===== config.mk =====
export PLATFORM = sky130hd
export DESIGN_NAME = gate_sweep_ctrl
export DESIGN_NICKNAME = d
export VERILOG_FILES = /design/src/rtl/gate_sweep_ctrl.sv
export SDC_FILE = /design/constraint.sdc
export NUM_CORES = 1
export LEC_CHECK = 0
export ABC_AREA = 0
export BUFFER_PORTS_ARGS = -buffer_cell sky130_fd_sc_hd__buf_2
export CELL_PAD_IN_SITES_DETAIL_PLACEMENT = 1
export CELL_PAD_IN_SITES_GLOBAL_PLACEMENT = 2
export CORE_MARGIN = 2
export CORE_UTILIZATION = 41
export CTS_BUF_LIST = sky130_fd_sc_hd__clkbuf_2 sky130_fd_sc_hd__clkbuf_4 sky130_fd_sc_hd__clkbuf_8
export CTS_CLUSTER_SIZE = 8
export DETAILED_ROUTE_END_ITERATION = 16
export PLACE_DENSITY_LB_ADDON = 0.1
export SETUP_SLACK_MARGIN = 0.3
export SYNTH_ARGS = -nofsm -noshare
export SYNTH_HDL_FRONTEND = slang
export SYNTH_SLANG_ARGS = --single-unit

===== constraint.sdc =====
create_clock -name clk -period 5.15 [get_ports clk]
set_input_delay 1.545 -clock clk [delete_from_list [all_inputs] [get_ports clk]]
set_output_delay 1.545 -clock clk [all_outputs]
set_load 0.05 [all_outputs]

===== src/rtl/gate_sweep_ctrl.sv =====
// Sweep sequencer/checker for the 2-input NAND/NOR datapath: steps the four
// input vectors, holds each for DWELL cycles and checks y_in at the end of each hold.
module gate_sweep_ctrl #(
    parameter int DWELL = 50
) (
    input  logic       clk,
    input  logic       rst_n,
    input  logic       start,
    input  logic       loop,
    input  logic [1:0] y_in,
    output logic       a,
    output logic       b,
    output logic       busy,
    output logic       done,
    output logic       pass,
    output logic [3:0] err_vec,
    output logic [2:0] err_count
);

    typedef enum logic [1:0] {
        S_IDLE = 2'd0,
        S_RUN  = 2'd1,
        S_DONE = 2'd2
    } state_t;

    localparam logic [15:0] LAST = 16'(DWELL - 1);

    state_t      state_q, state_d;
    logic [1:0]  idx_q, idx_d;
    logic [15:0] cnt_q, cnt_d;
    logic [3:0]  err_vec_q, err_vec_d;
    logic [2:0]  err_count_q, err_count_d;
    logic        pass_q, pass_d;
    logic [1:0]  exp_y;
    logic        mismatch;

    // a/b come straight from idx_q, so they are registered and read 00 outside RUN
    assign exp_y    = {~(idx_q[1] | idx_q[0]), ~(idx_q[1] & idx_q[0])};
    assign mismatch = (y_in != exp_y);

    always_comb begin
        state_d     = state_q;
        idx_d       = idx_q;
        cnt_d       = cnt_q;
        err_vec_d   = err_vec_q;
        err_count_d = err_count_q;
        pass_d      = pass_q;

        case (state_q)
            S_RUN: begin
                if (cnt_q == LAST) begin
                    cnt_d = 16'd0;
                    if (mismatch) begin
                        err_vec_d[idx_q] = 1'b1;
                        err_count_d      = err_count_q + 3'd1;
                    end
                    // idx wraps 3 -> 0 so a/b return to 00 in DONE
                    idx_d = idx_q + 2'd1;
                    if (idx_q == 2'd3) begin
                        state_d = S_DONE;
                        pass_d  = (err_count_d == 3'd0);
                    end
                end else begin
                    cnt_d = cnt_q + 16'd1;
                end
            end
            S_DONE: begin
                state_d = S_IDLE;
            end
            default: begin
                state_d = S_IDLE;
            end
        endcase

        // A new sweep starts from IDLE on start, from DONE on start or loop
        if ((state_q == S_IDLE && start) || (state_q == S_DONE && (start || loop))) begin
            state_d     = S_RUN;
            idx_d       = 2'd0;
            cnt_d       = 16'd0;
            err_vec_d   = 4'd0;
            err_count_d = 3'd0;
            pass_d      = 1'b0;
        end
    end

    always_ff @(posedge clk or negedge rst_n) begin
        if (!rst_n) begin
            state_q     <= S_IDLE;
            idx_q       <= 2'd0;
            cnt_q       <= 16'd0;
            err_vec_q   <= 4'd0;
            err_count_q <= 3'd0;
            pass_q      <= 1'b0;
        end else begin
            state_q     <= state_d;
            idx_q       <= idx_d;
            cnt_q       <= cnt_d;
            err_vec_q   <= err_vec_d;
            err_count_q <= err_count_d;
            pass_q      <= pass_d;
        end
    end

    assign a         = idx_q[1];
    assign b         = idx_q[0];
    assign busy      = (state_q == S_RUN);
    assign done      = (state_q == S_DONE);
    assign pass      = pass_q;
    assign err_vec   = err_vec_q;
    assign err_count = err_count_q;

endmodule


== After elaboration in Yosys (flattened, before gate mapping) ==
Index checks and enable logic that the tools add are counted.

* Add/sub/neg operators: 3
* $lt $le $gt $ge: 2
* Equal/unequal tests: 7
* Muxes and demuxes: 26
* Bitwise gates (word level): 5
* Reductions and logical operators: 15

{| class="wikitable"
|+ Operators with widths
! cell !! count
|-
| 16-bit 2-to-1 mux || 3
|-
| 3-bit 2-to-1 mux || 6
|-
| 16-bit by 1-bit adder with 16-bit output, second input constant || 1
|-
| 16-bit by 6-bit == test with 1-bit output, second input constant || 1
|-
| 4-bit 2-to-1 mux || 4
|-
| 2-bit 2-to-1 mux || 7
|-
| 2-bit nonzero test || 4
|-
| 3-bit by 1-bit inequality test with 1-bit output, second input constant || 2
|-
| 3-bit AND reduction || 2
|-
| 1-bit 2-to-1 mux || 5
|-
| 2-bit == test, second input constant || 2
|-
| 4-bit bitwise OR || 1
|-
| 2-bit AND reduction || 2
|-
| 3-bit by 1-bit adder with 3-bit output, second input constant || 1
|-
| 1-bit logical AND || 3
|-
| 3-bit zero test || 1
|-
| 2-bit by 3-bit less-than comparator with 1-bit output, second input constant || 1
|-
| 2-bit by 1-bit adder with 2-bit output, second input constant || 1
|-
| 1-bit demux with 2-bit select || 1
|-
| 2-bit by 1-bit == test with 1-bit output, second input constant || 1
|-
| 2-bit by 1-bit >= comparator with 1-bit output, second input constant || 1
|-
| 2-bit zero test || 1
|-
| 1-bit logical OR || 2
|-
| 2-bit inequality test || 1
|-
| other kinds (3) || 4
|}

* Flip-flop bits (word level): 28
* Input port bits: 6
* Output and inout bits: 12
* Logic and storage cells: 64

== Depth between registers and ports, before layout ==
Gate-level depths: netlist (run 1).

* Depth after elaboration: 11
* Gate-level depth with buffers: 7
* Gate-level depth less buffers: 6

== Worst setup path after synthesis (run 1) ==
OpenSTA, ideal clock, no wires.

* Kind: register -> output
* Start point: reg state_q[0]
* End point: out done
* Data arrival time: 1.110 ns
* Data required time: 3.605 ns
* Path slack: 2.495 ns
* Stages on the path, launching flop included: 2
* Path buffers: 0
* Cell sequence: dfrtp_1 -> nor2b_1

* Cells in the longest elaborated chain, start to end: 1

{| class="wikitable"
|+ RTL lines
! item !! RTL line !! RTL
|-
| start, declared || 28 || <nowiki>state_t state_q, state_d;</nowiki>
|-
| start signal, assigned || 95 || <nowiki>state_q <= state_d;</nowiki>
|-
| 2-bit == test || 107 || <nowiki>assign done = (state_q == S_DONE);</nowiki>
|-
| end, declared || 14 || <nowiki>output logic done,</nowiki>
|}

No other way between the ends.

== Final worst setup path (run 1) ==
* Start point: reg state_q[1]
* End point: out busy

* Cells in the longest elaborated chain, start to end: 1

{| class="wikitable"
|+ RTL lines
! item !! RTL line !! RTL
|-
| 2-bit by 1-bit == test with 1-bit output || 106 || <nowiki>assign busy = (state_q == S_RUN);</nowiki>
|-
| end, declared || 13 || <nowiki>output logic busy,</nowiki>
|}

No other way between the ends.

==> summary.txt, run 1 <==
Run status
  • Status: complete, no violations

Critical path
  • CP Capture Type: output pin
  • CP Max Fanout: 10
  • Arr. time, crit path: 1.56 ns
  • CP cell instances: nand2b_1 > inv_1 > buf_2
  • FF-to-FF path depth: 5
  • Crit Reg-Reg Endpoint: idx_q[1]$_DFFE_PN0P_
  • R2R Path Start: cnt_q[0]$_DFFE_PN0P_
  • Reg2Reg Setup Slack: between 2 and 3 ns
  • Crit path largest cell delay: around 0.43 ns
  • Crit path buffers/inverters: 2
  • Max stage delay cell, worst path: dfrtp_1
  • CP Launch Type: register
  • CP Data Required Time: around 3.6 ns
  • Largest delay share family, worst path: buffers and inverters
  • Critical path type: reg2out

Detailed routing
  • Post-DRT Antenna Nets: 0
  • Routed vias/inst: around 5.8
  • WL final: roughly 3700 µm
  • Drt pass-1 iters: 4
  • DR WL/cell: ~17 µm
  • Via count: 1,296
  • Iter 0 DRT Violations: 66
  • DRC violations left: 0

Placed design
  • I/O Buffers: 17
  • Placed cell count: around 220
  • Post-DP HPWL: 2770 µm
  • Routability cong.: roughly 0.73
  • Post-Place Worst Slack: just over 2 ns

Floorplan
  • FP Rows: 22
  • Die W: roughly 66 µm
  • Die H: approximately 66 µm
  • Initial core utilization: a little over two fifths
  • Die area: approximately 4300 µm²
  • Ports: 18
  • Core region area: ~3700 µm²

Yosys
  • Cell count after synthesis: around 160
  • Sequential area share after synthesis: ~45%
  • Top cell type's share of synthesized area: roughly 45%
  • Mean post-synth cell area: approximately 9.6 µm²
  • Dominant cells by area after synthesis: dfrtp_1 (45%), o31ai_1 (5.7%), ha_1 (5.6%), or4_1 (4.8%), a21oi_1 (4.5%)
  • Synth top cells by count: dfrtp_1 (28), nand2_1 (17), a21oi_1 (14)
  • Post-synth EDFFs: 0
  • Post-synth top area cell: dfrtp_1
  • Seq cells post-synth: 28
  • Ys async rst share: 100%
  • Dominant synthesized flop cell: dfrtp_1
  • Count leader, synth: dfrtp_1
  • Synth Cell Area: between 1500 and 2000 µm²
  • Yosys warns: 0
  • Post-Syn Nets: 177
  • Netlist cell types: 34

Global routing
  • Overflow after GRT: 0
  • Met3 Usage GRT: between 2 and 3%
  • Largest net degree at the start of global routing: 29
  • Met1 Use GR: around a quarter
  • First-pass GRT wire length: approximately 6500 µm
  • Via count of the first global-routing pass: about 1.3k
  • Grt peak-use layer: met2
  • Met2 Use GR: 34.7%
  • Initial antenna violation count: 0
  • Total GRT Usage: 19.6%

Timing
  • Endpoints failing hold: 0
  • Fmax: between 0.3 and 0.4 GHz
  • # setup viols final: 0
  • RSZ-0062 raised after global routing: no
  • Rel. slew slack: between 30% and 40%
  • Slew Viols, Final: 0
  • Total Neg Setup Slack: 0 ns
  • Setup ws final: roughly 2.0 ns
  • Max Clock Skew: between 0.003 and 0.004 ns
  • Fin crit period: a little over 3 ns
  • Slew @ Worst Pin: ~1.0 ns
  • Period utilization: about three fifths

Run
  • Max-Cap Viols: 0

Finish
  • Post-Layout Cell Count: around 220
  • Number of fillers in the final layout: 446
  • Ratio of cells with drive above 1 in the final layout: 14.4%
  • # nets final: approximately 190
  • Area Overhead vs Synth: 9.74%
  • Util after Layout: between 40% and 50%
  • N_diodes: 0

Worst hold path
  • Worst hold start: err_vec[0]$_DFFE_PN0P_
  • Hold/Removal Path Class: reg2reg
  • Sink of the worst hold path: err_vec[0]$_DFFE_PN0P_
  • WHS Path Cells: 2

CTS
  • Clk root buf: clkbuf_8
  • CTS Buf Count: 3
  • Post-CTS Setup Inserts: 0
  • Resized Gates After CTS: 0
  • CTS max path bufs: 2
  • CTS sink count: 28
  • Reg clk slew, reported paths: 0.10 ns
  • H-Tree Level Count: 1
  • Hold buffer count at CTS: 0
  • TritonCTS clock tree: done
  • Clk_lat worst skew: approximately 0.27 ns

Power and ir drop
  • Tot Pwr: slightly above 0.0008 W
  • Leak: between 0.7 and 0.8 nW
  • Pwr per Cell Area: a little under 500 nW/µm²
  • Peak supply drop: 261 µV
-- stage by stage --
stage | area [µm²] | hold WS, ns
global route | 1720 | 0.538
global placement | 1670 | 0.473
finish | 1720 | 0.495
CTS | 1720 | 0.503
floorplan | 1570 | 0.459
detailed placement | 1670 | 0.479
-- logic make-up (layout without fill, tap and decap cells) --
logic type	Yosys count	count (layout)	synth area share [%]
buffers and inverters	19	29	4.95
muxes	4	4	2.55
xor gates and xnor gates	5	5	2.79
AOI/OAI and AO/OA	39	39	15.0
and+or+nand+nor	62	62	24.4
DFF	28	28	44.7
adders and majority gates	7	7	5.59
-- final cells by class --
cell class | count | area (µm²) | area share [%]
clock buffer | 4 | 55.1 | 3.20
inverter | 8 | 30.0 | 1.75
multi-input combinational | 117 | 790 | 45.9
sequential | 28 | 701 | 40.7
tap | 48 | 60.1 | 3.49
timing repair buffer | 17 | 85.1 | 4.95
-- flip-flops by register name (all words and copies together) (netlist names) --
register and cells:
cnt_q 16, err_count 3, err_vec 4, idx_q 2, pass 1, state_q 2
-- layout by cell type (no fill, tap or decap), types with 2 or more instances in the layout --
cell type and count:
a21oi_1 14, dfrtp_1 28, nor2_1 4, nand3_1 6
nand2_1 17, o31ai_1 12, nand4_1 7, o21ai_1 5
mux2i_1 4, ha_1 7, clkbuf_8 4, or4_1 10
or3_1 3, xnor2_1 3, and4_1 3, nor3_1 2
xor2_1 2, o21ai_0 4, inv_1 8, buf_2 17
-- how the worst max path moves through the flow --
stage / start / end / slack (ns) / cells after the start
after floorplan: state_q[0]$_DFFE_PN0P_ / done / 2.50 / 1
after global placement: loop / idx_q[1]$_DFFE_PN0P_ / 2.14 / 5
after detailed placement: loop / idx_q[1]$_DFFE_PN0P_ / 2.04 / 5
after CTS: state_q[1]$_DFFE_PN0P_ / busy / 2.04 / 3
after global routing: state_q[1]$_DFFE_PN0P_ / busy / 1.95 / 3
final: state_q[1]$_DFFE_PN0P_ / busy / 2.04 / 3
-- metal layers --
layer | part of all wire (%) | wire length, µm
met5 | 0 | 0
met4 | 0.64 | 24
met3 | 2.6 | 96
met2 | 53 | 1980
met1 | 44 | 1640
-- power by group --
group | internal [W] | switching, W
sequential | 0.000276 | 0.0000659
combinational | 0.000105 | 0.000244
clock | 0.0000684 | 0.0000682
total | 0.000449 | 0.000378
-- worst reg2reg max path, cell delays in order (launching register included) --
cell,delay [ns]
dfrtp_1,0.46
ha_1,0.17
nor3b_1,0.30
nand4_2,0.24
o21ai_1,0.87
o21ai_0,0.17
No activity file was read; power rests on OpenSTA's default activity.
==> run 2, diff against run 1 <==
Settings changed: CORE_UTILIZATION 41 to 38.
Clock period 5.15 ns to 3.2 ns, I/O delays scaled along.
==> run 2 against run 1 <==
Utilization fell by 3.4 points. Total power rose by 63%. Routed wire length rose by 3.2%. Largest power group unchanged.
==> summary.txt, run 2 (same netlist as run 1, synthesis figures left out) <==
CTS
  • Post-CTS Setup Inserts: 0
  • CTS Buf Count: 3
  • Clk_lat worst skew: around 0.28 ns
  • CTS max path bufs: 2
  • Reg clk slew, reported paths: roughly 0.10 ns
  • Resized Gates After CTS: 0
  • Hold buffer count at CTS: 0
  • TritonCTS clock tree: done
  • CTS sink count: 28
  • Clk root buf: clkbuf_8
  • H-Tree Level Count: 1

Critical path
  • CP Capture Type: output pin
  • Max stage delay cell, worst path: dfrtp_1
  • Largest delay share family, worst path: buffers and inverters
  • Arr. time, crit path: about 1.6 ns
  • Crit path largest cell delay: approximately 0.43 ns
  • Crit path buffers/inverters: 2
  • Critical path type: reg2out
  • CP cell instances: nand2b_1 > inv_1 > buf_2
  • CP Max Fanout: 10
  • CP Launch Type: register
  • CP Data Required Time: 2.24 ns

Floorplan
  • Core region area: about 4000 µm²
  • Initial core utilization: 39.5%
  • FP Rows: 23
  • Ports: 18
  • Die W: 68.2 µm
  • Die H: between 60 and 70 µm
  • Die area: 4660 µm²

Timing
  • Slew Viols, Final: 0
  • Fmax: ~0.39 GHz
  • Period utilization: approximately four fifths
  • RSZ-0062 raised after global routing: no
  • # setup viols final: 0
  • Max Clock Skew: 0.00552 ns
  • Hold_ws: 0.493 ns
  • Fin crit period: around 2.6 ns
  • Slew @ Worst Pin: roughly 0.65 ns
  • Endpoints failing hold: 0
  • Rel. slew slack: a little under three fifths
  • Total Neg Setup Slack: 0 ns

Run status
  • Status: complete, no violations

Power and ir drop
  • Power share of the combinational group: a little over two fifths
  • Switch Pwr: 0.000621 W
  • Leak: ~0.77 nW
  • Cell-internal power: just over 0.0007 W
  • Switching part of the total power: 46.1%
  • Pwr per Cell Area: about 780 nW/µm²
  • Peak supply drop: between 400 and 500 µV
  • Sequential power share: about two fifths
  • Clock Power Share: about 17%

Detailed routing
  • WL final: just under 4000 µm
  • Via count: 1,282
  • DR WL/cell: 17.2 µm
  • Iter 0 DRT Violations: 19
  • Post-DRT Antenna Nets: 0
  • DRC violations left: 0
  • Drt pass-1 iters: 4
  • Routed vias/inst: approximately 5.7

Placed design
  • Routability cong.: approximately 0.75
  • Post-DP HPWL: 2750 µm
  • I/O Buffers: 17

Global routing
  • First-pass GRT wire length: roughly 6400 µm
  • Via count of the first global-routing pass: around 1.3k
  • Total GRT Usage: a little under a fifth
  • Largest net degree at the start of global routing: 29
  • Overflow after GRT: 0
  • Initial antenna violation count: 0

Finish
  • Most frequent cells in the layout: dfrtp_1 (28), nand2_1 (17), buf_2 (17), a21oi_1 (14), o31ai_1 (12)
  • Commonest non-fill, non-tap cell in the layout: dfrtp_1
  • Largest Register: cnt_q
  • Max FFs per register: 16
  • # nets final: about 190
  • Area Overhead vs Synth: 10.4%
  • Ratio of cells with drive above 1 in the final layout: between 10 and 15%
  • N_diodes: 0

Worst hold path
  • Hold/Removal Path Class: reg2reg

Run
  • Max-Cap Viols: 0
==> run 2: changes by cell type in the layout (fill, tap and decap cells not counted), sizes merged <==
| cell | delta |
|---|---|
| buf | +1 |
==> run 2: power groups by stage <==
stage	sequential [W]	combinational, W	clock (W)
after global routing	0.000570	0.000633	0.000247
final	0.000551	0.000566	0.000229
after detailed placement	0.000558	0.000573	0
after floorplan	0.000687	0.000283	0
after global placement	0.000548	0.000553	0
after CTS	0.000553	0.000576	0.000231
==> run 2: tightest hold or removal path, stage by stage, from the launching register on <==
cell and delay [ns]:
dfrtp_1 0.35, nand2_1 0.05, o21ai_1 0.06
==> run 2: routing by layer <==
metal,vias to the layer above,global-route usage (%),part of all wire [%]
met2,12,28.0,46
met3,4,1.97,1.9
met1,636,27.7,51
li1,630,-,-
met4,0,4.50,0.70
met5,-,0,0
==> run 2: area by class of cell <==
type	instances	area, µm²
Tap cell	50	62.6
Sequential cell	28	701
Fill cell	478	2240
Multi-Input combinational cell	117	790
Timing Repair Buffer	18	92.6
Clock buffer	4	55.1
Inverter	8	30.0
==> run 2: worst paths after layout <==
path,from,endpoint,slack (ns),cells past startpoint
setup / recovery,state_q[1]$_DFFE_PN0P_,busy,0.64,3
hold / removal,err_vec[0]$_DFFE_PN0P_,err_vec[0]$_DFFE_PN0P_,0.49,2
setup reg to reg,cnt_q[1]$_DFFE_PN0P_,err_count[0]$_DFFE_PN0P_,1.14,6
max in group asynchronous,rst_n,cnt_q[3]$_DFFE_PN0P_,2.08,1
min in group asynchronous,rst_n,cnt_q[14]$_DFFE_PN0P_,0.70,1
hold reg to reg,err_vec[0]$_DFFE_PN0P_,err_vec[0]$_DFFE_PN0P_,0.49,2
==> run 2: metrics by stage <==
stage | std cells | instance area (µm²) | util (%) | setup slack [ns] | power (W)
after CTS | 225 | 1730 | 43.6 | 0.657 | 0.00136
after global routing | 225 | 1730 | 43.6 | 0.560 | 0.00145
after global placement | 221 | 1680 | 42.2 | 0.870 | 0.00110
after floorplan | 164 | 1570 | - | 1.13 | 0.000970
after detailed placement | 221 | 1680 | 42.2 | 0.764 | 0.00113
final | 225 | 1730 | 43.6 | 0.645 | 0.00135
==> run 3, diff against run 2 <==
Settings changed: ABC_AREA 0 to 1, CORE_UTILIZATION 38 to 31.
Clock period 3.2 ns to 2.1 ns, I/O delays scaled along.
==> run 3 against run 2 <==
Routed wire length rose by 27%. Flip-flop and latch count did not move. Synthesized cell count rose by 60%. Critical path type unchanged. Critical endpoint unchanged. Largest power group is now registers.
==> summary.txt, run 3 <==
Finish
  • Commonest non-fill, non-tap cell in the layout: nand2_1
  • Final Cell Area: between 2000 and 2500 µm²
  • # nets final: between 200 and 300
  • Most frequent cells in the layout: nand2_1 (70), nor2_1 (42), inv_1 (31), dfrtp_1 (27), nand3_1 (23)
  • Max FFs per register: 16
  • Util after Layout: about 36%
  • Area Overhead vs Synth: 13.6%
  • Largest Register: cnt_q
  • N_diodes: 0
  • Ratio of cells with drive above 1 in the final layout: roughly 18%
  • Number of fillers in the final layout: ~760

Power and ir drop
  • Tot Pwr: a little under 0.001 W
  • Leak: around 1.1 nW
  • Peak supply drop: approximately 300 µV
  • Pwr per Cell Area: 475 nW/µm²

Detailed routing
  • Routed vias/inst: 4.72
  • Iter 0 DRT Violations: 41
  • WL met3: approximately 82 µm
  • Met1 Wirelength: between 2000 and 3000 µm
  • Highest metal layer with signal wires: met4
  • DRC violations left: 0
  • Via count: about 1.7k
  • DR WL/cell: between 10 and 15 µm
  • Met2 Wirelength: approximately 2100 µm
  • Drt pass-1 iters: 4
  • WL final: ~4900 µm
  • Post-DRT Antenna Nets: 0

Global routing
  • Total GRT Usage: 16.9%
  • Initial antenna violation count: 0
  • First-pass GRT wire length: roughly 8500 µm
  • Overflow after GRT: 0
  • Via count of the first global-routing pass: ~1.7k
  • Largest net degree at the start of global routing: 29

Critical path
  • CP Data Required Time: around 1.5 ns
  • Crit path buffers/inverters: 3
  • Arr. time, crit path: ~1.1 ns
  • CP Launch Type: register
  • CP cell instances: inv_1 > nand2_2 > inv_2 > buf_8
  • CP Capture Type: output pin
  • Crit path largest cell delay: 0.40 ns
  • CP Max Fanout: 4
  • Largest delay share family, worst path: flip-flops
  • Critical path type: reg2out
  • Max stage delay cell, worst path: dfrtp_1

Yosys
  • Mean post-synth cell area: between 6 and 7 µm²
  • Netlist cell types: 24
  • Post-synth top area cell: dfrtp_1
  • Synth top cells by count: nand2_1 (73), nor2_1 (42), inv_1 (32)
  • Dominant cells by area after synthesis: dfrtp_1 (38%), nand2_1 (15%), nor2_1 (8.6%), nand3_1 (6.5%), inv_1 (6.5%)
  • Top cell type's share of synthesized area: approximately two fifths
  • Ys async rst share: 100%
  • Sequential area share after synthesis: about two fifths
  • Post-Syn Nets: approximately 280
  • Cell count after synthesis: between 200 and 300
  • Synth Cell Area: approximately 1800 µm²
  • Dominant synthesized flop cell: dfrtp_1
  • Count leader, synth: nand2_1
  • Seq cells post-synth: 28
  • Yosys warns: 0
  • Post-synth EDFFs: 0

Timing
  • Fin crit period: between 1.5 and 2 ns
  • Period utilization: slightly above 80%
  • Rel. slew slack: between 50% and 60%
  • Max Clock Skew: about 0.0034 ns
  • Fmax: slightly below 0.6 GHz
  • RSZ-0062 raised after global routing: yes
  • Slew Viols, Final: 0
  • Total Neg Setup Slack: 0 ns
  • Hold_ws: roughly 0.37 ns
  • Slew @ Worst Pin: approximately 0.68 ns
  • Endpoints failing hold: 0
  • # setup viols final: 0

Placed design
  • I/O Buffers: 17
  • Post-DP HPWL: approximately 3800 µm
  • Routability cong.: slightly above 0.7
  • Area after DPL: between 1500 and 2000 µm²

Floorplan
  • FP Rows: 28
  • Core region area: approximately 5800 µm²
  • Die H: between 80 and 90 µm
  • Initial core utilization: 31.6%
  • Die area: between 6000 and 7000 µm²
  • Die W: between 80 and 90 µm
  • Ports: 18

Run status
  • Status: complete, no violations

CTS
  • H-Tree Level Count: 1
  • Clk_lat worst skew: about 0.28 ns
  • Clk root buf: clkbuf_8
  • Reg clk slew, reported paths: ~0.11 ns
  • CTS Buf Count: 3
  • TritonCTS clock tree: done
  • CTS sink count: 28
  • Hold buffer count at CTS: 0
  • CTS max path bufs: 2

Worst hold path
  • Hold/Removal Path Class: in2async

Run
  • Max-Cap Viols: 0
==> run 3: final cells by class <==
type,count,area [µm²],area share [%]
Multi-Input combinational cell,197,997,47.8
Sequential cell,28,702,33.7
Inverter,34,128,6.12
Timing Repair Buffer,19,110,5.28
Tap cell,75,93.8,4.50
Clock buffer,4,55.1,2.64
==> run 3: what timing repair did <==
action | in CTS | in global routing
endpoints found under the setup margin | 1 | 7
gates resized for setup | 3 | 8
setup buffers | 1 | 0
==> run 3: where the power goes <==
group	total, W	internal [W]	switching [W]
clock	0.000355	0.000168	0.000187
combinational	0.0000840	0.0000217	0.0000623
sequential	0.000552	0.000546	0.00000640
==> run 3: per-layer routing <==
metal | vias up | global-route usage [%]
met3 | 2 | 2.33
met1 | 798 | 25.7
met4 | 0 | 2.54
met2 | 11 | 25.8
met5 | - | 0
li1 | 873 | -
==> run 3: path summary, 6_finish.rpt <==
check / start / endpoint / slack [ns] / cells past startpoint
hold reg to reg: err_vec[1]$_DFFE_PN0P_ / err_vec[1]$_DFFE_PN0P_ / 0.52 / 2
setup / recovery: state_q[1]$_DFFE_PN0P_ / busy / 0.37 / 4
setup reg to reg: idx_q[0]$_DFFE_PN0P_ / pass$_DFFE_PN0P_ / 0.51 / 12
hold / removal: rst_n / cnt_q[9]$_DFFE_PN0P_ / 0.37 / 1
min in group clk: err_vec[1]$_DFFE_PN0P_ / err_vec[1]$_DFFE_PN0P_ / 0.52 / 2
max in group asynchronous: rst_n / idx_q[1]$_DFFE_PN0P_ / 1.25 / 1
==> run 3: per-stage QoR <==
step | instances | setup slack [ns]
after floorplan | 263 | 0.363
after global placement | 352 | 0.308
after detailed placement | 352 | 0.239
after CTS | 357 | 0.315
after global routing | 357 | 0.294
final | 357 | 0.366
==> run 3: cell families (layout without fill, tap and decap cells) <==
logic type	Yosys count	count (layout)	share of synthesized area, %
and+or+nand+nor	171	171	42.1
buffers and inverters	38	57	8.51
DFF	28	28	38.1
AOI/OAI and AO/OA	18	18	5.99
adders and majority gates	7	7	4.77
xor gates and xnor gates	1	1	0.477
